==> src/rtl/rv32i_mem_arbiter.sv <==
// Arbitrates one single-port synchronous RAM between the rv32i fetch and data ports.
// Optional RV32I_ARB_PERF_EN adds per-port wait-cycle counters (perf_i_wait, perf_d_wait).
module rv32i_mem_arbiter #(
  parameter int DATA_WIDTH = 32,
  parameter int ADDR_WIDTH = 32,
  parameter int MEM_LAT    = 1,
  parameter int STARVE_MAX = 4
) (
  input  logic                    clk,
  input  logic                    rst,
  input  logic                    i_req,
  input  logic [ADDR_WIDTH-1:0]   i_addr,
  output logic                    i_gnt,
  output logic                    i_rvalid,
  output logic [DATA_WIDTH-1:0]   i_rdata,
  input  logic                    i_flush,
  input  logic                    d_req,
  input  logic                    d_we,
  input  logic [DATA_WIDTH/8-1:0] d_be,
  input  logic [ADDR_WIDTH-1:0]   d_addr,
  input  logic [DATA_WIDTH-1:0]   d_wdata,
  output logic                    d_gnt,
  output logic                    d_rvalid,
  output logic [DATA_WIDTH-1:0]   d_rdata,
  output logic                    m_en,
  output logic [DATA_WIDTH/8-1:0] m_we,
  output logic [ADDR_WIDTH-1:0]   m_addr,
  output logic [DATA_WIDTH-1:0]   m_wdata,
  input  logic [DATA_WIDTH-1:0]   m_rdata,
  output logic                    state_o
`ifdef RV32I_ARB_PERF_EN
  ,
  output logic [31:0]             perf_i_wait,
  output logic [31:0]             perf_d_wait
`endif
);

  // Handshake: a request is accepted in the cycle its gnt is high; there is no
  // back-pressure on responses, rvalid is a single-cycle pulse per read.
  typedef enum logic {DPRI = 1'b0, IFORCE = 1'b1} state_e;

  typedef struct packed {
    logic valid;
    logic is_instr;
    logic killed;
  } tag_t;

  localparam int CW = $clog2(STARVE_MAX + 2);
  localparam logic [CW-1:0] STARVE_C = CW'(STARVE_MAX);

  state_e        state_q;
  logic [CW-1:0] cnt_q, cnt_d;
  tag_t          tag_q [MEM_LAT+1];
  tag_t          tag_new, tag_last;
  logic          i_deliver, d_deliver;

  assign state_o = state_q;

  always_comb begin
    i_gnt = 1'b0;
    d_gnt = 1'b0;
    if (state_q == IFORCE) begin
      i_gnt = i_req;
      d_gnt = d_req & ~i_req;
    end else begin
      d_gnt = d_req;
      i_gnt = i_req & ~d_req;
    end
  end

  // Counter saturates at STARVE_MAX, so with STARVE_MAX=0 it never leaves zero.
  always_comb begin
    cnt_d = cnt_q;
    if (i_gnt || !i_req)
      cnt_d = '0;
    else if (d_gnt && cnt_q != STARVE_C)
      cnt_d = cnt_q + CW'(1);
  end

  always_comb begin
    tag_new          = '0;
    tag_new.valid    = i_gnt | (d_gnt & ~d_we);
    tag_new.is_instr = i_gnt;
    tag_new.killed   = i_gnt & i_flush;
  end

  // A flush in the cycle the oldest tag samples m_rdata still kills that fetch.
  assign tag_last  = tag_q[MEM_LAT];
  assign i_deliver = tag_last.valid & tag_last.is_instr & ~tag_last.killed & ~i_flush;
  assign d_deliver = tag_last.valid & ~tag_last.is_instr;

  always_ff @(posedge clk) begin
    if (rst) begin
      state_q  <= DPRI;
      cnt_q    <= '0;
      m_en     <= 1'b0;
      m_we     <= '0;
      m_addr   <= '0;
      m_wdata  <= '0;
      i_rvalid <= 1'b0;
      i_rdata  <= '0;
      d_rvalid <= 1'b0;
      d_rdata  <= '0;
      for (int k = 0; k <= MEM_LAT; k++) tag_q[k] <= '0;
    end else begin
      cnt_q <= cnt_d;
      case (state_q)
        DPRI:    if (STARVE_MAX > 0 && i_req && cnt_d == STARVE_C) state_q <= IFORCE;
        IFORCE:  if (i_gnt || !i_req) state_q <= DPRI;
        default: state_q <= DPRI;
      endcase

      m_en <= i_gnt | d_gnt;
      m_we <= (d_gnt && d_we) ? d_be : '0;
      if (d_gnt) begin
        m_addr  <= d_addr;
        m_wdata <= d_wdata;
      end else if (i_gnt) begin
        m_addr  <= i_addr;
      end

      tag_q[0] <= tag_new;
      for (int k = 1; k <= MEM_LAT; k++) begin
        tag_q[k]        <= tag_q[k-1];
        tag_q[k].killed <= tag_q[k-1].killed | (tag_q[k-1].is_instr & i_flush);
      end

      i_rvalid <= i_deliver;
      d_rvalid <= d_deliver;
      if (i_deliver) i_rdata <= m_rdata;
      if (d_deliver) d_rdata <= m_rdata;
    end
  end

`ifdef RV32I_ARB_PERF_EN
  always_ff @(posedge clk) begin
    if (rst) begin
      perf_i_wait <= '0;
      perf_d_wait <= '0;
    end else begin
      if (i_req && !i_gnt) perf_i_wait <= perf_i_wait + 32'd1;
      if (d_req && !d_gnt) perf_d_wait <= perf_d_wait + 32'd1;
    end
  end
`endif

endmodule

==> config.mk <==
export PLATFORM = sky130hd
export DESIGN_NAME = rv32i_mem_arbiter
export DESIGN_NICKNAME = d
export VERILOG_FILES = /design/src/rtl/rv32i_mem_arbiter.sv
export SDC_FILE = /design/constraint.sdc
export NUM_CORES = 1
export LEC_CHECK = 0
export ABC_AREA = 1
export CORE_ASPECT_RATIO = 1.2
export CORE_MARGIN = 4
export CORE_UTILIZATION = 39
export DETAILED_ROUTE_END_ITERATION = 12
export PLACE_DENSITY = 0.91
export REMOVE_ABC_BUFFERS = 1
export SLEW_MARGIN = 20
export SYNTH_ARGS = -nofsm -noshare
export SYNTH_HDL_FRONTEND = slang
export SYNTH_SLANG_ARGS = --single-unit
export TNS_END_PERCENT = 10
==> constraint.sdc <==
create_clock -name clk -period 1.7 [get_ports clk]
set_clock_uncertainty 0.05 [all_clocks]
set_input_delay 0.34 -clock clk [delete_from_list [all_inputs] [get_ports clk]]
set_output_delay 0.34 -clock clk [all_outputs]
set_load 0.05 [all_outputs]
### Word-level counts from Yosys, hierarchy flattened

Memories as Yosys holds them, arrays and structs flattened.
Cells that the tools add are included.

| storage, ports and cells | value |
|---|---|
| memories kept | 1 |
| logic and storage cells | 59 |
| register bits after elaboration | 139 |
| output and inout port bits | 138 |
| input bits | 138 |
| memory bits (writable) | 6 |

| operators by class | value |
|---|---|
| reductions and logical operators | 7 |
| bitwise logic cells | 23 |
| equal/unequal tests | 2 |
| multiplexer cells | 15 |
| add/subtract/negate cells | 1 |

Memories:

| name | depth | width | rd ports | clocked after Yosys merged registers in | write ports | RTL line | RTL |
|---|---|---|---|---|---|---|---|
| tag_q | 2 | 3 | 2 | 0 | 2 | 53 | `tag_t tag_q [MEM_LAT+1];` |

Operators with widths:

| operator | count |
|---|---|
| $mux W32 | 2 |
| $mux W3 | 4 |
| $and A1 B1 Y1 | 9 |
| $mux W1 | 8 |
| $not A1 Y1 | 8 |
| $or A1 B1 Y1 | 6 |
| $add A3 B1 Y3 const B | 1 |
| $eq A3 B3 Y1 const B | 1 |
| $logic_and A1 B1 Y1 | 3 |
| $ne A3 B3 Y1 const B | 1 |
| $pmux W1 S2 | 1 |
| $reduce_bool A2 Y1 | 1 |
| $reduce_or A2 Y1 | 1 |
| $logic_not A1 Y1 | 1 |
| $logic_or A1 B1 Y1 | 1 |

### Logic depth before layout (Yosys ltp)

| logic depth | value |
|---|---|
| depth after elaboration | 10 |
| mapped depth | 8 |
| mapped depth without buffers | 8 |

### Worst setup path before layout

Ideal clock, no wire load.

| timing path | value |
|---|---|
| path kind | reg-to-output |
| start point | register state_q, in the netlist state_o |
| end point | output port i_gnt |
| arrival time | 1288 ps |
| cell stages (with the launch flop) | 5 |
| slack | 22 ps |
| data required time | 1310 ps |
| path buffers | 0 |
| path through | dfxtp_1 > inv_1 > nand2_1 > nand2_1 > inv_1 |

| between the ends | value |
|---|---|
| longest elaborated chain between the ends | 1 |

RTL lines:

| item | RTL line | RTL |
|---|---|---|
| start: declaration | 51 | `state_e state_q;` |
| start signal: assignment | 94 | `state_q <= DPRI;` |
| start signal: assignment | 108 | `DPRI: if (STARVE_MAX > 0 && i_req && cnt_d == STARVE_C) state_q <= IFORCE;` |
| start signal: assignment | 109 | `IFORCE: if (i_gnt \|\| !i_req) state_q <= DPRI;` |
| $mux W1 | 62 | `if (state_q == IFORCE) begin` |
| end: declaration | 13 | `output logic i_gnt,` |

No other way between the ends.

### Final worst setup path

| timing path | value |
|---|---|
| start point | register state_q, in the netlist state_o |
| end point | output port d_gnt |

| between the ends | value |
|---|---|
| longest elaborated chain between the ends | 1 |

RTL lines:

| item | RTL line | RTL |
|---|---|---|
| $mux W1 | 62 |  |
| end: declaration | 22 | `output logic d_gnt,` |

No other way between the ends.

==> impl_metrics.env <==
export IMPL_critPathCaptureType="output pin"
export IMPL_path_max_fanout=4
export IMPL_clock_sinks=145
export IMPL_holdCritPathClass="reg -> reg"
export IMPL_clockBufferDepth=2
export IMPL_grt_pass1_vias=5514
export IMPL_setup_viol=0
export IMPL_final_area_mm2=0.008623
export IMPL_min_from="tag_q[0][2]$_SDFF_PP0_"
export IMPL_dpl_cell_area_mm2=0.007968
export IMPL_final_cell_mix="nor2_1 (243), buf_4 (156), dfxtp_1 (144), clkdlybuf4s50_1 (135), o21ai_0 (112)"
export IMPL_cts_root_buffer="clkbuf_16"
export IMPL_routedWlPerCell_um=15.07
export IMPL_mappedNetlistArea_mm2=0.005214
export IMPL_holdWs_ps=353.4
export IMPL_max_slew_margin_pct=73.22
export IMPL_critPathSlowestCell="dfxtp_4"
export IMPL_cts_tree="built"
export IMPL_cts_max_level=4
export IMPL_dieArea_mm2=0.01529
export IMPL_cts_buffers=17
export IMPL_synth_cell_types=17
export IMPL_syn_avg_cell_area_um2=7.690
export IMPL_r2r_end="state_o$_SDFF_PP0_"
export IMPL_initial_utilization_pct=39.56
export IMPL_gp_congestion=0.8349
export IMPL_irDropWorstVdd_uv=726.4
export IMPL_layout_commonest_cell="nor2_1"
export IMPL_die_w_um=113.6
export IMPL_ys_ff_latch=145
export IMPL_place_hpwl_mm=12.25
export IMPL_period_share_pct=95.29
export IMPL_core_area_mm2=0.01318
export IMPL_route_detailed_drc=0
export IMPL_pin_count=276
export IMPL_grt_max_degree=70
export IMPL_p_leak_nw=3.889
export IMPL_max_stage_delay_ps=350
export IMPL_yosysWarnings=0
export IMPL_yosysSeqAreaShare_pct=55.68
export IMPL_max_freq_mhz=617.3
export IMPL_synthCells=678
export IMPL_path_cells="a21oi_4 > buf_4 > buf_12"
export IMPL_power_density_mw_per_mm2=1080
export IMPL_finalHoldViolCount=0
export IMPL_die_y_um=134.7
export IMPL_ff2ff_setup_slack_ps=390
export IMPL_cp_num_buf_inv=2
export IMPL_worstPathRequired_ps=1310
export IMPL_wirelength_mm=17.06
export IMPL_grt_overflow_total=0
export IMPL_antenna_found_initial=1
export IMPL_worstReg2RegStart="cnt_q[0]$_SDFF_PP0_"
export IMPL_cp_top_family="flip-flops"
export IMPL_status="complete, no violations"
export IMPL_num_vias=5562
export IMPL_port_buffer_count=275
export IMPL_maxCapViolCount=0
export IMPL_ant_nets=0
export IMPL_critPathArrivalTime_ps=1230
export IMPL_clkLatencyLatePin_ps=410
export IMPL_synthToLayoutAreaGrowth_pct=65.39
export IMPL_worstHoldPathCells=2
export IMPL_clkTransAtPathRegs_ps=60
export IMPL_start_kind="register"
export IMPL_drive_gt1_share_pct=21.29
export IMPL_min_to="tag_q[1][2]$_SDFF_PP0_"
export IMPL_grt_usage_pct=22.00
export IMPL_fin_tns_setup_ps=0
export IMPL_worst_pin_slew_ps=401.7
export IMPL_drv_slew=0
export IMPL_drtPass1Iterations=4
export IMPL_rsz0062_at_grt="no"
export IMPL_grt_pass1_wl_mm=26.91
export IMPL_num_rows=46
export IMPL_routed_via_density=4.913
export IMPL_fin_nets=1093
export IMPL_worstRegToRegCells=8
export IMPL_drt_initial_drc_count=285
export IMPL_crit_type="reg -> out"
export IMPL_timing_final_crit_period_ps=1620
## how the worst max path moves through the flow
stage | to | cells after the start | from
detailed placement | tag_q[0][2]$_SDFF_PP0_ | 7 | i_req
global placement | tag_q[0][2]$_SDFF_PP0_ | 7 | i_req
finish | d_gnt | 3 | state_o$_SDFF_PP0_
CTS | i_gnt | 5 | state_o$_SDFF_PP0_
global route | i_gnt | 5 | state_o$_SDFF_PP0_
floorplan | m_addr[24]$_SDFFE_PP0P_ | 4 | state_o$_SDFF_PP0_
## layer usage
| metal | global-route usage, % | vias to the layer above | share of wire, % |
|---|---|---|---|
| li1 | - | 2742 | - |
| met1 | 24.79 | 2532 | 39 |
| met2 | 36.38 | 251 | 47 |
| met3 | 9.368 | 37 | 11 |
| met4 | 9.285 | 0 | 2.9 |
| met5 | 0 | - | 0 |
## timing repair
action                                  in CTS  in global routing
gates resized for setup                      4                  1
hold buffers                                 0                  0
endpoints found under the hold margin        0                  0
buffers inserted                             0                  2
endpoints found under the setup margin       2                  1
pin swaps                                    0                  0
gates cloned                                 0                  0
## state kept, by name, summed over array words and instances (netlist names)
name,count
d_rdata,32
i_rdata,32
m_addr,32
m_wdata,32
tag_q,6
m_we,4
cnt_q,3
d_rvalid,1
i_rvalid,1
m_en,1
state_o,1
## logic make-up after synthesis
kind of cell | Yosys count | share of synthesized area [%]
adder cells (fa/ha/maj) | 2 | 0.4799
flip-flops | 145 | 55.68
AO/OA/AOI/OAI | 162 | 15.77
AND/OR/NAND/NOR | 302 | 22.87
buffers and inverters | 67 | 5.208
## worst min-delay path: stages (launching register included)
cell and delay [ps]:
dfxtp_1 290, inv_1 40, nor2_1 30
## synth_stat cells, drive strengths merged
cell / n / area, um^2
clkbuf: 33 / 123.9
nor2: 246 / 925.9
nand3: 39 / 195.2
nor3: 2 / 15.01
ha: 2 / 25.02
dfxtp: 145 / 2903
buf: 14 / 72.57
a21oi: 2 / 21.27
nand2: 15 / 56.30
inv: 20 / 75.07
o21ai: 160 / 800.8
## metrics by stage
stage | power [mW] | std cells | util [%] | setup WS (ps)
after floorplan | 4.562 | 631 | - | -1123
after global placement | 5.330 | 1100 | 60.45 | -106.9
after detailed placement | 5.354 | 1100 | 60.45 | -134.6
after CTS | 9.399 | 1129 | 65.27 | 2.208
after global routing | 9.659 | 1132 | 65.43 | 5.768
final | 9.314 | 1132 | 65.43 | 80.00
## power breakdown
| group | leakage (nW) | switching, mW | internal, mW |
|---|---|---|---|
| logic | 2.39 | 0.986 | 0.638 |
| registers | 1.19 | 0.0878 | 3.57 |
| clock network | 0.307 | 1.38 | 2.66 |
| total | 3.89 | 2.45 | 6.86 |
## cell type report
class	instances	area, um^2
clock buffers	19	452.9
clock inverters	10	183.9
flip-flops and latches	145	2907
repair buffers	303	2740
multi-input cells	466	2051
well taps	168	210.2
diodes	1	2.502
inverters	20	76.32
fillers	1087	4557
No activity file was read; power rests on OpenSTA's default activity.
